`config.mk`:
```
export PLATFORM = sky130hd
export DESIGN_NAME = ex_operand_stage
export DESIGN_NICKNAME = d
export VERILOG_FILES = /design/src/rtl/ex_operand_stage.sv
export SDC_FILE = /design/constraint.sdc
export NUM_CORES = 1
export LEC_CHECK = 0
export ABC_CLOCK_PERIOD_IN_PS = 3650
export BUFFER_PORTS_ARGS = -buffer_cell sky130_fd_sc_hd__buf_2
export CAP_MARGIN = 40
export CORE_UTILIZATION = 48
export CTS_CLUSTER_SIZE = 16
export DETAILED_ROUTE_END_ITERATION = 10
export GPL_TIMING_DRIVEN = 0
export PLACE_DENSITY = 0.84
export SYNTH_ARGS = -nofsm -noshare
export SYNTH_HDL_FRONTEND = slang
export SYNTH_SLANG_ARGS = --single-unit
```
`constraint.sdc`:
```
create_clock -name clk -period 3.65 [get_ports clk]
set_clock_uncertainty 0.05 [all_clocks]
set_input_delay 0.5475 -clock clk [delete_from_list [all_inputs] [get_ports clk]]
set_output_delay 0.5475 -clock clk [all_outputs]
set_load 0.005 [all_outputs]
```
`src/rtl/ex_operand_stage.sv`:
```
// ID/EX pipeline register and ALU operand selector with EX/MEM and MEM/WB forwarding.
// Defining LOAD_USE_DETECT_EN enables load-use hazard detection and automatic bubble insertion.
module ex_operand_stage #(
  parameter int         DW        = 16,
  parameter int         RW        = 4,
  parameter logic [3:0] BUBBLE_OP = 4'hF
) (
  input  logic          clk,
  input  logic          rst,
  input  logic          stall,
  input  logic          flush,
  input  logic          id_valid,
  input  logic [3:0]    id_opcode,
  input  logic [RW-1:0] id_rs,
  input  logic [RW-1:0] id_rt,
  input  logic [RW-1:0] id_rd,
  input  logic          id_wr_en,
  input  logic [DW-1:0] id_rs_data,
  input  logic [DW-1:0] id_rt_data,
  input  logic [DW-1:0] id_imm,
  input  logic          id_use_imm,
  input  logic [DW-1:0] id_pc_next,
  input  logic          exmem_wr_en,
  input  logic [RW-1:0] exmem_rd,
  input  logic [DW-1:0] exmem_result,
  input  logic          memwb_wr_en,
  input  logic [RW-1:0] memwb_rd,
  input  logic [DW-1:0] memwb_result,
  output logic          ex_valid,
  output logic [3:0]    ex_opcode,
  output logic [DW-1:0] alu_in1,
  output logic [DW-1:0] alu_in2,
  output logic [DW-1:0] ex_store_data,
  output logic [RW-1:0] ex_rd,
  output logic          ex_wr_en,
  output logic          load_use_stall
);

  localparam logic [3:0] OP_LW  = 4'b1000;
  localparam logic [3:0] OP_SW  = 4'b1001;
  localparam logic [3:0] OP_PCS = 4'b1110;

  logic          valid_q;
  logic [3:0]    opcode_q;
  logic [RW-1:0] rs_q, rt_q, rd_q;
  logic          wr_en_q;
  logic [DW-1:0] rs_data_q, rt_data_q, imm_q, pc_next_q;
  logic          use_imm_q;

  logic [DW-1:0] fwd_rs, fwd_rt;

  always_ff @(posedge clk or posedge rst) begin
    if (rst) begin
      valid_q   <= 1'b0;
      opcode_q  <= BUBBLE_OP;
      rs_q      <= '0;
      rt_q      <= '0;
      rd_q      <= '0;
      wr_en_q   <= 1'b0;
      rs_data_q <= '0;
      rt_data_q <= '0;
      imm_q     <= '0;
      use_imm_q <= 1'b0;
      pc_next_q <= '0;
    end else if (flush || (!stall && (!id_valid || load_use_stall))) begin
      valid_q   <= 1'b0;
      opcode_q  <= BUBBLE_OP;
      rs_q      <= '0;
      rt_q      <= '0;
      rd_q      <= '0;
      wr_en_q   <= 1'b0;
      rs_data_q <= '0;
      rt_data_q <= '0;
      imm_q     <= '0;
      use_imm_q <= 1'b0;
      pc_next_q <= '0;
    end else if (!stall) begin
      valid_q   <= 1'b1;
      opcode_q  <= id_opcode;
      rs_q      <= id_rs;
      rt_q      <= id_rt;
      rd_q      <= id_rd;
      wr_en_q   <= id_wr_en;
      rs_data_q <= id_rs_data;
      rt_data_q <= id_rt_data;
      imm_q     <= id_imm;
      use_imm_q <= id_use_imm;
      pc_next_q <= id_pc_next;
    end
  end

  // The youngest in-flight producer wins; R0 is hardwired to zero regardless of writers.
  function automatic logic [DW-1:0] fwd(input logic [RW-1:0] src, input logic [DW-1:0] rf);
    if (src == '0)                          return '0;
    else if (exmem_wr_en && exmem_rd == src) return exmem_result;
    else if (memwb_wr_en && memwb_rd == src) return memwb_result;
    else                                     return rf;
  endfunction

  always_comb begin
    fwd_rs        = fwd(rs_q, rs_data_q);
    fwd_rt        = fwd(rt_q, rt_data_q);
    ex_valid      = valid_q;
    ex_opcode     = valid_q ? opcode_q : BUBBLE_OP;
    ex_rd         = rd_q;
    ex_wr_en      = valid_q & wr_en_q;
    ex_store_data = fwd_rt;
    alu_in1       = '0;
    alu_in2       = '0;
    if (valid_q) begin
      alu_in1 = (opcode_q == OP_PCS) ? pc_next_q : fwd_rs;
      alu_in2 = use_imm_q ? imm_q : fwd_rt;
    end
  end

`ifdef LOAD_USE_DETECT_EN
  // SW reads rt as store data even though Input2 carries the immediate.
  assign load_use_stall = ex_valid && (ex_opcode == OP_LW) && ex_wr_en && (ex_rd != '0) &&
                          id_valid && ((ex_rd == id_rs) ||
                                       (!id_use_imm && ex_rd == id_rt) ||
                                       (id_opcode == OP_SW && ex_rd == id_rt));
`else
  assign load_use_stall = 1'b0;
`endif

endmodule

```
* After elaboration in Yosys (flattened, before gate mapping)
Index checks and enable logic that the tools add are counted.
Word-level totals: flip-flop bits (word level) 83, bits in latches 0, memory bits (writable) 0, ROM bits 0, bits of input ports 129, output and inout port bits 59, logic and storage cells 61, memories kept 0
Operators by class: $add $sub $neg 0, $mul 0, divide/modulo/power cells 0, $lt $le $gt $ge 0, eq/ne operators 6, shift operators 0, multiplexer cells 33, bitwise gates (word level) 1, reductions and logical operators 10
Operator list (number):
- 16-bit two-way mux | 18
- 4-bit two-way mux | 9
- 4-bit equality test | 4
- 4-bit zero test | 2
- 1-bit two-way mux | 6
- 1-bit logical AND | 5
- 4-bit equality test, second input constant | 1
- 1-bit zero test | 2
- 2-bit by 1-bit inequality test with 1-bit output, second input constant | 1
- 1-bit AND | 1
- 1-bit logical OR | 1

* Depth between registers and ports, before layout
depth in word-level cells 7, depth in mapped cells 7, gate-level depth less buffers 5

* Least setup slack after synthesis
Ideal clock, no wire load.
path kind input to output, from in memwb_rd[1], to out alu_in2[10], data arrival time 1886 ps, data required time 3053 ps, path slack 1166 ps, cell stages on the path 6, path buffers 1, cells stage by stage xor2_1 > nor4_4 > nand2_4 > buf_6 > a221oi_2 > o31ai_1
On the way: longest elaborated chain between the ends 7
Ends and longest elaborated chain:
- start, declared | RTL line 27 | input logic [RW-1:0] memwb_rd,
- 4-bit equality test | RTL line 96 | else if (memwb_wr_en && memwb_rd == src) return memwb_result;
- 1-bit logical AND | RTL line 96
- 16-bit two-way mux | RTL line 96
- 16-bit two-way mux | RTL line 95 | else if (exmem_wr_en && exmem_rd == src) return exmem_result;
- 16-bit two-way mux | RTL line 94 | if (src == '0) return '0;
- 16-bit two-way mux | RTL line 112 | alu_in2 = use_imm_q ? imm_q : fwd_rt;
- 16-bit two-way mux | RTL line 110 | if (valid_q) begin
- end, declared | RTL line 32 | output logic [DW-1:0] alu_in2,
Every way passes these cells.

* Worst setup path in the final report
from reg rs_q[1], to out alu_in1[10]
On the way: longest elaborated chain between the ends 7, elaborated cells between the ends (all ways) 10, those cells by class eq/ne (2); mux (5); reduce/logical (3)
Ends and longest elaborated chain:
- start, declared | RTL line 45 | logic [RW-1:0] rs_q, rt_q, rd_q;
- start signal, assigned | RTL line 80 | rs_q <= id_rs;
- 4-bit equality test | RTL line 96
- 1-bit logical AND | RTL line 96
- 16-bit two-way mux | RTL line 96
- 16-bit two-way mux | RTL line 95
- 16-bit two-way mux (*) | RTL line 94
- 16-bit two-way mux (*) | RTL line 111 | alu_in1 = (opcode_q == OP_PCS) ? pc_next_q : fwd_rs;
- 16-bit two-way mux (*) | RTL line 110
- end, declared | RTL line 31 | output logic [DW-1:0] alu_in1,
Every way passes the cells marked *; elsewhere a longest branch is shown, timed or not.

==> results by group <==
Cells and area
  • Finished Layout Cells: a little over 700
  • Leading cell type in the layout, fill and taps excluded: sky130_fd_sc_hd__buf_2
  • Syn-to-layout area delta: 30.36%
  • Highest-count cells in the layout ignoring fill and taps: 187 x sky130_fd_sc_hd__buf_2, 79 x sky130_fd_sc_hd__dfrtp_1, 78 x sky130_fd_sc_hd__a22o_1
  • Post-layout net count: 738
  • Layout cells sized above 1: 0.3713

Synthesis
  • Sequential area share after synthesis: 0.4839
  • Number of distinct library cell variants in the gate-level netlist after synthesis: 32
  • Post-synthesis instance area: 4303 sq um
  • Synth Instances: approximately 410
  • Syn nets: approximately 540
  • Number of storage elements in the synthesis netlist: 83
  • Warnings from Yosys: 0
  • Per-instance average area after synthesis: 10.44 sq um

Detailed routing
  • Routed wire length per instance: 20.41 um
  • Number of vias per cell: 5.981
  • First drt pass iteration count: 5
  • Vias: 4,336
  • Number of design-rule violations left by the first detailed-router iteration: 302
  • Routed wire length: 14.80 mm
  • Routed Antenna Nets: 0
  • Number of design rule violations left after detail routing: 0

Setup path
  • Launching point of the worst reg2reg path: ex_valid
  • Worst reg-to-reg path cell count: 2
  • Nature of the critical path startpoint: register
  • Critical R2R Capture: ex_valid
  • Capture point of the critical path: alu_in1[10]
  • Internal reg-to-reg setup slack: 2.72 ns
  • Nature of the critical path endpoint: output port
  • Crit path max fanout: 10
  • Critical path origin: rs_q[1]
  • Req. time, crit path: 3.05 ns
  • Startpoint-to-endpoint class of the critical path: reg -> out
  • Arrival time at the worst endpoint: ~2.8 ns

Power
  • Static leakage power: 2.755 nW
  • Maximum vdd drop: 0.0002858 V
  • Power density relative to cell area: 356.4 nW/um^2

GRT
  • Overflow after GRT: 0
  • First-pass GRT wire length: 22.96 mm
  • Total routing resource utilization after global routing: 0.3147
  • Number of antenna violations at the first check in global routing: 3
  • Global-route met3 utilization: 0.07009
  • Number of global-route vias before repair: 4,280
  • Pin count of the biggest net entering global routing: 54
  • Met2 Track Usage GR: 0.4772
  • Global Route met1 Usage: 0.4381
  • Most crowded layer after global routing: met2

Clock tree
  • Number of CTS-inserted buffers: 9
  • Clock root cell: sky130_fd_sc_hd__clkbuf_8
  • CTS tree: yes
  • Clock Pin Slew Worst Setup and Hold Paths: 0.10 ns
  • # clock sinks: 83
  • Post-CTS setup buffer count: 0
  • Insertion delay of the later-clocked pin in the worst-skew pair: 0.36 ns
  • Maximum level of the CTS H-tree: 3
  • Maximum number of buffers from clock root to sink: 2
  • Count of instances resized after the clock tree is built: 0
  • CTS Hold Bufs: 0

Timing
  • Post-route worst setup slack: 0.2114 ns
  • Achievable frequency: 0.2908 GHz
  • Relative slew slack: 0.3849
  • Final number of setup-violating endpoints: 0
  • Total negative setup slack: 0 ns
  • Slew at the pin closest to its max-slew limit: 0.9150 ns
  • Final cycle utilization of the critical path: 0.9421
  • Setup repair after global routing missed its margin: false
  • Number of max-slew violations in the final report: 0
  • Number of failing hold endpoints at the final stage: 0
  • Tmin final: 3.439 ns

Floorplanning
  • Die Ht: just under 100 um
  • Num rows: 34
  • I/O pin total: between 150 and 200
  • Effective utilization at floorplan: 0.4934
  • Die Footprint: 9347 sq um
  • Die boundary width: around 97 um
  • Core area: approximately 8700 sq um

Placed design
  • Quantity of I/O buffers inserted on ports: ~190
  • Final HPWL from detailed placement: 11.48 mm
  • Placer congestion estimate: 0.9817
  • Placed Cells: 706
  • Pre-CTS setup slack: 0.5074 ns

Flow run
  • Count of maximum capacitance violations: 0

Outcome
  • Result of the run: finished clean

Min path
  • Type of the worst min-delay path: in -> async
[synthesized netlist by cell type]
library cell,count,area (sq um)
sky130_fd_sc_hd__a22o_1,78,683.2
sky130_fd_sc_hd__nand4_1,1,6.260
sky130_fd_sc_hd__nand2_1,35,131.4
sky130_fd_sc_hd__a221oi_1,22,192.7
sky130_fd_sc_hd__or3b_2,1,8.760
sky130_fd_sc_hd__inv_1,2,7.510
sky130_fd_sc_hd__nor4_4,2,42.54
sky130_fd_sc_hd__nor4_2,1,12.51
sky130_fd_sc_hd__o21ai_0,22,110.1
sky130_fd_sc_hd__and3_1,1,6.260
sky130_fd_sc_hd__and4_1,1,8.760
sky130_fd_sc_hd__nor3_1,17,85.08
sky130_fd_sc_hd__a21oi_1,1,5.000
sky130_fd_sc_hd__and2_1,18,112.6
sky130_fd_sc_hd__xor2_1,13,113.9
sky130_fd_sc_hd__o31ai_1,16,120.1
sky130_fd_sc_hd__buf_2,2,10.01
sky130_fd_sc_hd__buf_6,1,11.26
sky130_fd_sc_hd__nand2_4,1,11.26
sky130_fd_sc_hd__o21ai_1,10,50.05
sky130_fd_sc_hd__buf_4,3,22.52
sky130_fd_sc_hd__nand2b_1,8,50.05
sky130_fd_sc_hd__dfrtp_1,79,1977
sky130_fd_sc_hd__nor2_1,22,82.58
sky130_fd_sc_hd__clkbuf_1,30,112.6
sky130_fd_sc_hd__xnor2_1,3,26.28
sky130_fd_sc_hd__nand3_1,2,10.01
sky130_fd_sc_hd__a221oi_2,10,150.1
sky130_fd_sc_hd__o41ai_1,1,8.760
sky130_fd_sc_hd__dfstp_2,4,105.1
sky130_fd_sc_hd__o22ai_1,4,25.02
sky130_fd_sc_hd__conb_1,1,3.750
[sequential cells by signal, summed over array words and instances (netlist names)]
register   cells
imm_q         16
pc_next_q     16
rs_data_q     16
rt_data_q     16
ex_rd          4
opcode_q       4
rs_q           4
rt_q           4
ex_valid       1
use_imm_q      1
wr_en_q        1
[worst max-delay path: stages (launching register included)]
cell	delay [ns]
sky130_fd_sc_hd__dfrtp_1	0.45
sky130_fd_sc_hd__xor2_1	0.21
sky130_fd_sc_hd__nor4_4	0.50
sky130_fd_sc_hd__nand2_1	0.27
sky130_fd_sc_hd__buf_2	0.26
sky130_fd_sc_hd__a221oi_1	0.49
sky130_fd_sc_hd__o21ai_1	0.15
sky130_fd_sc_hd__buf_2	0.15
[power breakdown]
group	switching, W	internal, W
combinational	0.000172	0.000131
sequential	0.0000296	0.000955
clock	0.000380	0.000331
total	0.000582	0.00142
[metal layers]
metal	vias to the layer above	part of all wire
met5	-	0
met4	0	0.026
met3	33	0.078
met2	232	0.47
met1	2097	0.43
li1	1974	-
[per-stage QoR]
| step | cell area (sq um) | power [W] | hold WS (ns) | util |
|---|---|---|---|---|
| 3_3_place_gp | 5364 | 0.001284 | 0.4343 | 0.6151 |
| 4_1_cts | 5602 | 0.001997 | 0.1254 | 0.6423 |
| 5_1_grt | 5609 | 0.002069 | 0.1385 | 0.6432 |
| 2_1_floorplan | 4303 | 0.001147 | 0.4152 | - |
| 3_5_place_dp | 5394 | 0.001297 | 0.4353 | 0.6185 |
| 6_report | 5609 | 0.001999 | 0.1218 | 0.6432 |
[kinds of logic (layout without fill, tap and decap cells)]
| logic type | count (synthesis) | count (layout) | share of synthesized area |
|---|---|---|---|
| flip-flops | 83 | 83 | 0.4839 |
| other | 1 | 4 | 0.0008715 |
| XOR/XNOR | 16 | 16 | 0.03257 |
| buffers and inverters | 38 | 240 | 0.03809 |
| AO/OA/AOI/OAI | 164 | 164 | 0.3126 |
| AND/OR/NAND/NOR | 110 | 110 | 0.1320 |
[area by class of cell]
type | instances | area [sq um]
sequential | 83 | 2082
antenna | 3 | 7.507
clock inverter | 7 | 83.83
clock buffer | 9 | 123.9
buffer | 36 | 156.4
fill | 724 | 3112
tap | 108 | 135.1
inverter | 2 | 10.01
multi-input combinational | 291 | 2057
timing repair buffer | 186 | 953.4
[worst min path at each step]
stage / end / slack (ns) / depth (start not counted)
detailed placement: ex_rd[2] / 0.44 / 1
global placement: wr_en_q / 0.43 / 1
global route: rs_data_q[4] / 0.14 / 2
CTS: rs_data_q[4] / 0.13 / 2
floorplan: wr_en_q / 0.42 / 1
finish: wr_en_q / 0.12 / 2
(Power assumes the default switching activity.)
